[src/rtl/imm_gen_stage_if.sv]
// imm_gen_stage_if
//   Handshake bundle for the immediate generator stage.
//   Upstream side : in_valid, in_ready, instr, imm_sel, in_tag
//   Downstream side: out_valid, out_ready, imm, illegal, out_tag
//   modport slave  - the stage itself
//   modport master - whoever feeds instructions and consumes results
interface imm_gen_stage_if #(
  parameter int XLEN  = 32,
  parameter int TAG_W = 32
);
  logic             in_valid;
  logic             in_ready;
  logic [31:0]      instr;
  logic [2:0]       imm_sel;
  logic [TAG_W-1:0] in_tag;
  logic             out_valid;
  logic             out_ready;
  logic [XLEN-1:0]  imm;
  logic             illegal;
  logic [TAG_W-1:0] out_tag;

  modport slave (
    input  in_valid, instr, imm_sel, in_tag, out_ready,
    output in_ready, out_valid, imm, illegal, out_tag
  );

  modport master (
    output in_valid, instr, imm_sel, in_tag, out_ready,
    input  in_ready, out_valid, imm, illegal, out_tag
  );
endinterface

[src/rtl/imm_gen_stage.sv]
// imm_gen_stage
//   Pipelined immediate generator sitting between fetch and execute.
//   Extracts the I/S/B/J/U immediate of a 32-bit RISC-V instruction,
//   sign-extends it to XLEN, flags unsupported formats and registers the
//   result behind a valid/ready handshake. A main register (M) drives the
//   outputs and a skid register (K) absorbs one extra transaction so the
//   stage sustains one transfer per cycle under back-pressure.
// Parameters
//   XLEN        output immediate width, 32 or 64
//   AUTO_DECODE 1: format from opcode, 0: format from bus.imm_sel
//   TAG_W       side-band tag width (e.g. the PC)
// Ports
//   clk  clock, all state updates on the rising edge
//   rst  synchronous active-high reset
//   bus  imm_gen_stage_if.slave: in_valid/in_ready/instr/imm_sel/in_tag in,
//        out_valid/out_ready/imm/illegal/out_tag out
module imm_gen_stage #(
  parameter int XLEN        = 32,
  parameter int AUTO_DECODE = 1,
  parameter int TAG_W       = 32
) (
  input  logic             clk,
  input  logic             rst,
  imm_gen_stage_if.slave   bus
);

  typedef enum logic [1:0] {
    EMPTY = 2'd0,
    ONE   = 2'd1,
    FULL  = 2'd2
  } state_t;

  typedef enum logic [2:0] {
    FMT_I   = 3'd0,
    FMT_S   = 3'd1,
    FMT_B   = 3'd2,
    FMT_J   = 3'd3,
    FMT_U   = 3'd4,
    FMT_BAD = 3'd5
  } fmt_t;

  state_t           state;
  state_t           next_state;
  fmt_t             fmt;

  logic [XLEN-1:0]  new_imm;
  logic             new_ill;

  logic [XLEN-1:0]  m_imm;
  logic             m_ill;
  logic [TAG_W-1:0] m_tag;
  logic [XLEN-1:0]  k_imm;
  logic             k_ill;
  logic [TAG_W-1:0] k_tag;

  logic             in_ready_int;
  logic             out_valid_int;
  logic             acc;
  logic             pop;
  logic             load_m_new;
  logic             load_m_from_k;
  logic             load_k_new;

  // Ready depends only on the state register, so no combinational path
  // exists from in_valid or out_ready back to in_ready.
  assign in_ready_int  = (state != FULL);
  assign out_valid_int = (state != EMPTY);
  assign acc           = bus.in_valid & in_ready_int;
  assign pop           = out_valid_int & bus.out_ready;

  // Format selection: either from the opcode or from the explicit selector.
  always_comb begin : decode_fmt
    fmt = FMT_BAD;
    if (AUTO_DECODE != 0) begin
      case (bus.instr[6:0])
        7'b0010011, 7'b0000011, 7'b1100111, 7'b1110011: fmt = FMT_I;
        7'b0100011:                                     fmt = FMT_S;
        7'b1100011:                                     fmt = FMT_B;
        7'b1101111:                                     fmt = FMT_J;
        7'b0110111, 7'b0010111:                         fmt = FMT_U;
        default:                                        fmt = FMT_BAD;
      endcase
    end else begin
      case (bus.imm_sel)
        3'b000:  fmt = FMT_I;
        3'b001:  fmt = FMT_S;
        3'b010:  fmt = FMT_B;
        3'b011:  fmt = FMT_J;
        3'b100:  fmt = FMT_U;
        default: fmt = FMT_BAD;
      endcase
    end
  end

  // Start from a word full of sign bits and overwrite the low field; this
  // gives sign extension to any XLEN without zero-width replications.
  always_comb begin : build_imm
    new_imm = {XLEN{bus.instr[31]}};
    new_ill = 1'b0;
    case (fmt)
      FMT_I: new_imm[11:0] = bus.instr[31:20];
      FMT_S: new_imm[11:0] = {bus.instr[31:25], bus.instr[11:7]};
      FMT_B: new_imm[12:0] = {bus.instr[31], bus.instr[7], bus.instr[30:25],
                              bus.instr[11:8], 1'b0};
      FMT_J: new_imm[20:0] = {bus.instr[31], bus.instr[19:12], bus.instr[20],
                              bus.instr[30:21], 1'b0};
      FMT_U: new_imm[31:0] = {bus.instr[31:12], 12'h000};
      default: begin
        new_imm = '1;
        new_ill = 1'b1;
      end
    endcase
  end

  // Skid-buffer control. In FULL the stage refuses input, so a pop there
  // only moves K into M.
  always_comb begin : next_state_logic
    next_state    = state;
    load_m_new    = 1'b0;
    load_m_from_k = 1'b0;
    load_k_new    = 1'b0;
    case (state)
      EMPTY: begin
        if (acc) begin
          load_m_new = 1'b1;
          next_state = ONE;
        end
      end
      ONE: begin
        if (acc && pop) begin
          load_m_new = 1'b1;
        end else if (acc) begin
          load_k_new = 1'b1;
          next_state = FULL;
        end else if (pop) begin
          next_state = EMPTY;
        end
      end
      FULL: begin
        if (pop) begin
          load_m_from_k = 1'b1;
          next_state    = ONE;
        end
      end
      default: next_state = EMPTY;
    endcase
  end

  // Reset discards everything held, including a transaction offered
  // during the reset cycle.
  always_ff @(posedge clk) begin : state_regs
    if (rst) begin
      state <= EMPTY;
      m_imm <= '0;
      m_ill <= 1'b0;
      m_tag <= '0;
      k_imm <= '0;
      k_ill <= 1'b0;
      k_tag <= '0;
    end else begin
      state <= next_state;
      if (load_m_new) begin
        m_imm <= new_imm;
        m_ill <= new_ill;
        m_tag <= bus.in_tag;
      end else if (load_m_from_k) begin
        m_imm <= k_imm;
        m_ill <= k_ill;
        m_tag <= k_tag;
      end
      if (load_k_new) begin
        k_imm <= new_imm;
        k_ill <= new_ill;
        k_tag <= bus.in_tag;
      end
    end
  end

  assign bus.in_ready  = in_ready_int;
  assign bus.out_valid = out_valid_int;
  assign bus.imm       = m_imm;
  assign bus.illegal   = m_ill;
  assign bus.out_tag   = m_tag;

endmodule

[src/flat_wrapper.sv]
// flat-port wrapper written by rule: the top's interface ports become plain ports
module imm_gen_stage_flat 
#(
  parameter int XLEN        = 32,
  parameter int AUTO_DECODE = 1,
  parameter int TAG_W       = 32
)
  (clk, rst, bus_in_valid, bus_instr, bus_imm_sel, bus_in_tag, bus_out_ready, bus_in_ready, bus_out_valid, bus_imm, bus_illegal, bus_out_tag);
  imm_gen_stage_if #(.XLEN(XLEN), .TAG_W(TAG_W)) bus_i ();
  input  logic clk;
  input  logic rst;
  input wire logic [$bits(bus_i.in_valid)-1:0] bus_in_valid;
  input wire logic [$bits(bus_i.instr)-1:0] bus_instr;
  input wire logic [$bits(bus_i.imm_sel)-1:0] bus_imm_sel;
  input wire logic [$bits(bus_i.in_tag)-1:0] bus_in_tag;
  input wire logic [$bits(bus_i.out_ready)-1:0] bus_out_ready;
  output wire logic [$bits(bus_i.in_ready)-1:0] bus_in_ready;
  output wire logic [$bits(bus_i.out_valid)-1:0] bus_out_valid;
  output wire logic [$bits(bus_i.imm)-1:0] bus_imm;
  output wire logic [$bits(bus_i.illegal)-1:0] bus_illegal;
  output wire logic [$bits(bus_i.out_tag)-1:0] bus_out_tag;
  assign bus_i.in_valid = bus_in_valid;
  assign bus_i.instr = bus_instr;
  assign bus_i.imm_sel = bus_imm_sel;
  assign bus_i.in_tag = bus_in_tag;
  assign bus_i.out_ready = bus_out_ready;
  assign bus_in_ready = bus_i.in_ready;
  assign bus_out_valid = bus_i.out_valid;
  assign bus_imm = bus_i.imm;
  assign bus_illegal = bus_i.illegal;
  assign bus_out_tag = bus_i.out_tag;
  imm_gen_stage #(.XLEN(XLEN), .AUTO_DECODE(AUTO_DECODE), .TAG_W(TAG_W)) u_core (.clk(clk), .rst(rst), .bus(bus_i));
endmodule
[config.mk]
export PLATFORM = sky130hd
export DESIGN_NAME = imm_gen_stage_flat
export DESIGN_NICKNAME = d
export VERILOG_FILES = /design/src/rtl/imm_gen_stage_if.sv /design/src/rtl/imm_gen_stage.sv /design/src/flat_wrapper.sv
export SDC_FILE = /design/constraint.sdc
export NUM_CORES = 1
export LEC_CHECK = 0
export CAP_MARGIN = 25
export CELL_PAD_IN_SITES_DETAIL_PLACEMENT = 1
export CELL_PAD_IN_SITES_GLOBAL_PLACEMENT = 2
export CORE_UTILIZATION = 32
export DETAILED_ROUTE_END_ITERATION = 12
export GPL_ROUTABILITY_DRIVEN = 0
export PLACE_DENSITY = 0.82
export SYNTH_ARGS = -nofsm -noshare
export SYNTH_HDL_FRONTEND = slang
export SYNTH_SLANG_ARGS = --single-unit
[constraint.sdc]
create_clock -name clk -period 4.85 [get_ports clk]
set_input_delay 0.97 -clock clk [delete_from_list [all_inputs] [get_ports clk]]
set_output_delay 0.97 -clock clk [all_outputs]
set_load 0.005 [all_outputs]
==> results.md, run 1 <==
* Status: finished, final reports clean
* Rows at 48
* Synth Area per Inst at between 9 and 10 um2
* Placed cell areas at a little over 7000 um2
* Net Count, Synth at 706
* DR vias/cell at about 5.3
* Fin crit period at around 3.3 ns
* Setup Buffers After CTS at 0
* Post-CTS Resized at 0
* Critical-path maximum fanout at 17
* Peak Freq at 0.3022 GHz
* Die height at around 140 um
* PortBufs at 134
* RSZ-0062 raised after global routing: false
* Async set-reset flop share out of synthesis at 0%
* Overall power at just under 3000 uW
* Die Wd at 137.0 um
* Worst hold path class: reg -> reg
* Core box area at about 18000 um2
* CP max stage delay at approximately 0.93 ns
* Maximum clock path buffer count at 2
* DP Cell Count at between 900 and 1000
* FF+latch count, synth at about 130
* Remaining routing DRC violations at 0
* Final design utilization at 44.98%
* Clock Sinks at ~130
* Setup Crit Path Kind: in -> reg
* Final instance area at just under 8000 um2
* CP Capture Type: flop
* Setup TNS at 0 ns
* Leakage Power at 0.002884 uW
* Drt total wl at between 15000 and 20000 um
* Hold buffer count at cts at 0
* Ant. Diodes at 0
* Area Growth Syn to Fin at 35.28%
* Initial antenna violation count at 0
* Register area share after synthesis at a little under half
* # nets final at between 800 and 900
* Starting Density at 33.25%
* Die area at 18760 um2
* Clock Latency Late Sink at 0.41 ns
* Tot GR Track Use at about a fifth
* Via count at 5216
* Fraction of layout cells with a size suffix above 1 at around 11%
* IR drop worst, VDD at between 200 and 300 uV
* TritonCTS clock tree: built
* EDFF count, synth at 0
* H-tree depth at 4
* Largest net degree at the start of global routing at 94
* Netlist cell types at 48
* Clk root buf: clkbuf_16
* # setup viols final at 0
* Cell Area, Synth at 5831 um2
* GRT Residual Overflow at 0
* Pre-antenna DRT Iters at 4
* Post-Synthesis Cells at ~640
* Element type at the critical path start: input pin
* Total CTS buffers at 17
* Ys flop type: dfxtp_1
* Global-route wire length before repair at 28860 um
* Io pins at between 100 and 150
* Tcrit/Tclk final at between 60% and 70%
* Routed wire length per instance at between 15 and 20 um
* WP data required at 5.17 ns
* Detailed Route Iter0 Violations at 213
* Worst-Margin Slew at just over 1 ns
* Final Non-Filler Cells at 976
* CTS clk-pin slew, worst paths at approximately 0.060 ns
* Slowest library cell on the worst path: clkdlybuf4s50_1
* Detailed placement HPWL at 11510 um
* Critical Path AT at 3.63 ns
* DRT antenna net count at 0
* Slew margin rel. at between 30% and 40%
* Setup Skew at a little over 0.009 ns
* Synthesis Warnings at 0
* Slew Viols, Final at 0
* Critical path, cell by cell: clkdlybuf4s50_1, nand2_1, nor2_1, a21oi_1, a211oi_1
* Final Hold Vio Count at 0
* Pwr/cell area at roughly 370 nW/um2
* Vias in the first global route at about 5600
* Max-cap violations at 0
-- critical path: cells and delay by family --
family	cells	cell delay, ns
AND/OR/NAND/NOR	2	1.18
AO/OA/AOI/OAI	2	0.54
buffers and inverters	1	0.93
-- cells in the final DEF, fill, tap and decap left out, types with 5 or more instances in the layout --
cell type / count
nand3_1: 34
nor2_1: 67
dfxtp_1: 132
clkbuf_16: 17
clkdlybuf4s50_1: 132
buf_4: 9
a32oi_1: 5
a221oi_1: 13
a21oi_1: 46
mux2i_1: 32
nand2_1: 115
a211oi_1: 32
a221oi_2: 19
a311oi_1: 32
-- kinds of logic (layout without fill, tap and decap cells) --
logic type / count (synthesis) / after routing / synth area share (%)
simple gates: 242 / 242 / 18.76
compound gates: 163 / 163 / 24.40
flops: 132 / 132 / 45.32
buf+inv: 64 / 180 / 5.729
mux: 32 / 32 / 5.494
xor+xnor: 2 / 2 / 0.3005
-- layout make-up --
type                    instances  area, um2
clock buffers                  19      442.9
clock inverters                13      181.4
fillers                      1976       9649
inverters                       4      15.01
multi-input cells             439       2875
flip-flops and latches        132       2643
well taps                     225      281.5
repair buffers                144       1449
-- Yosys cell counts (2+ instances only) --
master	n	area, um2
a21oi_1	46	230.2
and4bb_2	2	25.02
a32oi_1	5	43.79
nand2_1	116	435.4
nor2_1	67	251.5
nand4bb_1	2	22.52
nand3_1	34	170.2
buf_6	4	45.04
nand2b_1	3	18.77
inv_1	3	11.26
a221oi_2	19	285.3
nor3b_1	3	22.52
buf_2	21	105.1
nor3_1	4	20.02
mux2i_1	32	320.3
a311oi_1	32	280.3
clkbuf_1	29	108.9
a211oi_4	2	40.04
a31oi_1	2	12.51
xor2_1	2	17.52
a211oi_1	32	240.2
buf_8	2	30.03
dfxtp_1	132	2643
a21oi_4	2	32.53
a221oi_1	13	113.9
buf_4	4	30.03
-- path summary, 6_finish.rpt --
path	from	slack, ns	cells after the start	end
worst max-delay path	bus_instr[2]	1.54	5	u_core.k_imm[25]$_SDFFE_PP0P_
worst min-delay path	u_core.k_tag[2]$_SDFFE_PP0P_	0.46	2	u_core.k_tag[2]$_SDFFE_PP0P_
worst max register to register	u_core.state[1]$_SDFFE_PP0P_	2.41	4	u_core.k_imm[3]$_SDFFE_PP0P_
worst min register to register	u_core.k_tag[2]$_SDFFE_PP0P_	0.46	2	u_core.k_tag[2]$_SDFFE_PP0P_
-- metal layers --
layer  vias up  track usage (%)  routed length [um]
met5         -                0                   0
met1      2577            24.94                8304
met2        98            33.70                9049
met3        17            3.963                 580
met4         0            6.716                 202
li1       2524                -                   -
-- power breakdown --
part	switching [uW]	total (uW)	leakage [uW]	internal [uW]
combinational	192	401	0.00150	209
clock	481	1350	0.000303	873
sequential	40.6	1200	0.00109	1150
total	713	2950	0.00288	2240
-- flip-flops by register name, indices dropped and copies added (netlist names) --
signal,cells
u_core.bus.illegal,1
u_core.bus.out_tag,32
u_core.k_imm,32
u_core.k_tag,32
u_core.k_ill,1
u_core.bus.imm,32
u_core.state,2
-- through the flow --
stage / hold WS [ns] / setup slack (ns)
after floorplan: 0.4366 / 2.597
after global placement: 0.4418 / 1.312
after detailed placement: 0.4514 / 1.189
after CTS: 0.4598 / 1.586
after global routing: 0.4721 / 1.376
final: 0.4596 / 1.540
Note: power is estimated with default switching activity, not from simulation.
==> inputs of run 2 (changes only) <==
- CORE_UTILIZATION: 32 -> 30
- PLACE_DENSITY: 0.82 -> 0.77
- clock period: 4.85 -> 3.3 ns (I/O delays scaled with it)
==> run 2 against run 1 <==
Worst hold slack got worse by 0.0011 ns. Sequential power increased by 47%. Clock power increased by 34%. Utilization decreased by 3.0 points. Worst setup slack got worse by 0.62 ns. Die area increased by 6.6%. Non-clock buffer count increased by 8. Global-route usage decreased by 0.75 points. Critical path type is now reg -> out. Critical endpoint is now bus_in_ready.
==> results.md, run 2 (same netlist as run 1, synthesis figures left out) <==
* Clock Latency Late Sink at 0.42 ns
* Remaining routing DRC violations at 0
* Hold buffer count at cts at 0
* Sw power at about 1100 uW
* DRT antenna net count at 0
* Fin crit period at 2.382 ns
* Reg2reg path depth at 5
* Slew Viols, Final at 0
* Status: finished, final reports clean
* Reg-to-Reg End: u_core.bus.out_tag[11]$_SDFFE_PP0P_
* Setup TNS at 0 ns
* Setup Buffers After CTS at 0
* Vias in the first global route at ~5600
* H-tree depth at 4
* DR vias/cell at approximately 5.2
* Tot GR Track Use at a little under a fifth
* Die height at roughly 140 um
* Final Hold Vio Count at 0
* TritonCTS clock tree: built
* Slowest library cell on the worst path: clkdlybuf4s50_1
* Sw Ratio at around a quarter
* Most frequent cells in the layout: clkdlybuf4s50_1, dfxtp_1, nand2_1
* Post-CTS Resized at 0
* Drt total wl at 18480 um
* Setup Skew at 0.005630 ns
* Part of the power in the clock network at 43.5%
* Ant. Diodes at 0
* Die area at roughly 20000 um2
* Die Wd at between 100 and 150 um
* Pre-antenna DRT Iters at 4
* IR drop worst, VDD at between 300 and 400 uV
* Register share of total power at a little over two fifths
* Critical-path maximum fanout at 11
* WP data required at 2.64 ns
* Area Growth Syn to Fin at 35.97%
* Flop-to-flop setup slack at ~1.1 ns
* Clk root buf: clkbuf_16
* GRT Residual Overflow at 0
* Fraction of layout cells with a size suffix above 1 at between 10% and 20%
* Pwr/cell area at ~530 nW/um2
* Final Non-Filler Cells at between 1000 and 1500
* Peak Freq at 0.4198 GHz
* Largest net degree at the start of global routing at 66
* Combinational power share at 14.3%
* Detailed Route Iter0 Violations at 249
* Internal power at just over 3000 uW
* Hold-critical path depth at 2
* Slew margin rel. at a little under half
* Clock Sinks at between 100 and 150
* # setup viols final at 0
* Worst reg2reg startpoint: u_core.state[0]$_SDFFE_PP0P_
* Hold endpoint: u_core.k_tag[2]$_SDFFE_PP0P_
* Initial antenna violation count at 0
* Setup Crit Path Kind: reg -> out
* Global-route wire length before repair at between 20000 and 30000 um
* Worst-Margin Slew at roughly 0.81 ns
* RSZ-0062 raised after global routing: false
* DP Worst Slack at 0.5153 ns
* Critical Path AT at between 1.5 and 2 ns
* Total CTS buffers at 17
* DP Cell Count at 987
* CP max stage delay at 0.45 ns
* Worst hold path class: reg -> reg
* Buf/Inv on CP at 2
* # nets final at slightly above 800
* Routed wire length per instance at roughly 18 um
* CTS clk-pin slew, worst paths at 0.06 ns
* Leakage Power at just under 0.003 uW
* Critical path, cell by cell: nor2b_4, inv_1, clkdlybuf4s50_1
* Core box area at about 19000 um2
* Element type at the critical path start: flop
* Top delay family on crit path: buffers and inverters
* Rows at 50
* Io pins at between 100 and 150
* Maximum clock path buffer count at 2
* Final WS setup at 0.9178 ns
* Starting Density at about 30%
* Via count at 5320
* CP Capture Type: primary output
* Min-delay src: u_core.k_tag[2]$_SDFFE_PP0P_
* Hold_ws at around 0.46 ns
* Detailed placement HPWL at about 12000 um
* Max-cap violations at 0
* PortBufs at 134
* Tcrit/Tclk final at between 70% and 80%
==> run 2: cell count changes in the layout (fill, tap and decap cells not counted) <==
cell        previous run  this run
buf_16                 2         0
buf_4                  9        16
bufinv_16              4         1
buf_12                 0         3
clkinvlp_4             2         4
clkbuf_8               1         2
==> run 2: power by group through the flow <==
stage	Clock, uW	Sequential (uW)	Combinational (uW)
2_1_floorplan	0	1780	278
3_3_place_gp	0	1790	583
3_5_place_dp	0	1790	599
4_1_cts	1840	1760	603
5_1_grt	1910	1770	647
6_report	1810	1760	596
==> run 2: metrics by stage <==
step                util, %  instance area, um2  total power [uW]
floorplan                 -                5831              2060
global placement      38.98                7365              2374
detailed placement    38.98                7365              2394
CTS                   41.96                7928              4209
global route          41.96                7928              4329
finish                41.96                7928              4168
==> run 2: how the worst max path moves through the flow <==
stage                                                 end                    startpoint  cells after the start  slack, ns
after floorplan           u_core.bus.imm[21]$_SDFFE_PP0P_                  bus_instr[6]                      6       1.36
after global placement    u_core.bus.imm[19]$_SDFFE_PP0P_                  bus_instr[2]                      6       0.57
after detailed placement  u_core.bus.imm[19]$_SDFFE_PP0P_                  bus_instr[2]                      6       0.52
after CTS                                    bus_in_ready  u_core.state[1]$_SDFFE_PP0P_                      3       0.88
after global routing      u_core.bus.imm[19]$_SDFFE_PP0P_                  bus_instr[2]                      6       0.82
final                                        bus_in_ready  u_core.state[1]$_SDFFE_PP0P_                      3       0.92
==> run 2: final cells by class <==
cell class / count / area (um2)
multi-input combinational: 439 / 2875
tap: 260 / 325.3
fill: 2169 / 10970
inverter: 4 / 15.01
clock buffer: 20 / 456.7
clock inverter: 12 / 106.4
timing repair buffer: 152 / 1506
sequential: 132 / 2643
==> run 2: metal layers <==
layer	vias to the layer above	GRT usage (%)	wire length [um]
met2	90	32.96	9064
li1	2541	-	-
met1	2673	24.05	8632
met3	16	4.084	634
met5	-	0	0
met4	0	5.207	143
==> run 2: worst reg2reg max path: stages (launching register included) <==
cell	delay, ns
dfxtp_1	0.50
inv_2	0.12
o21ai_4	0.67
buf_12	0.36
nor2_1	0.13
a311oi_1	0.29
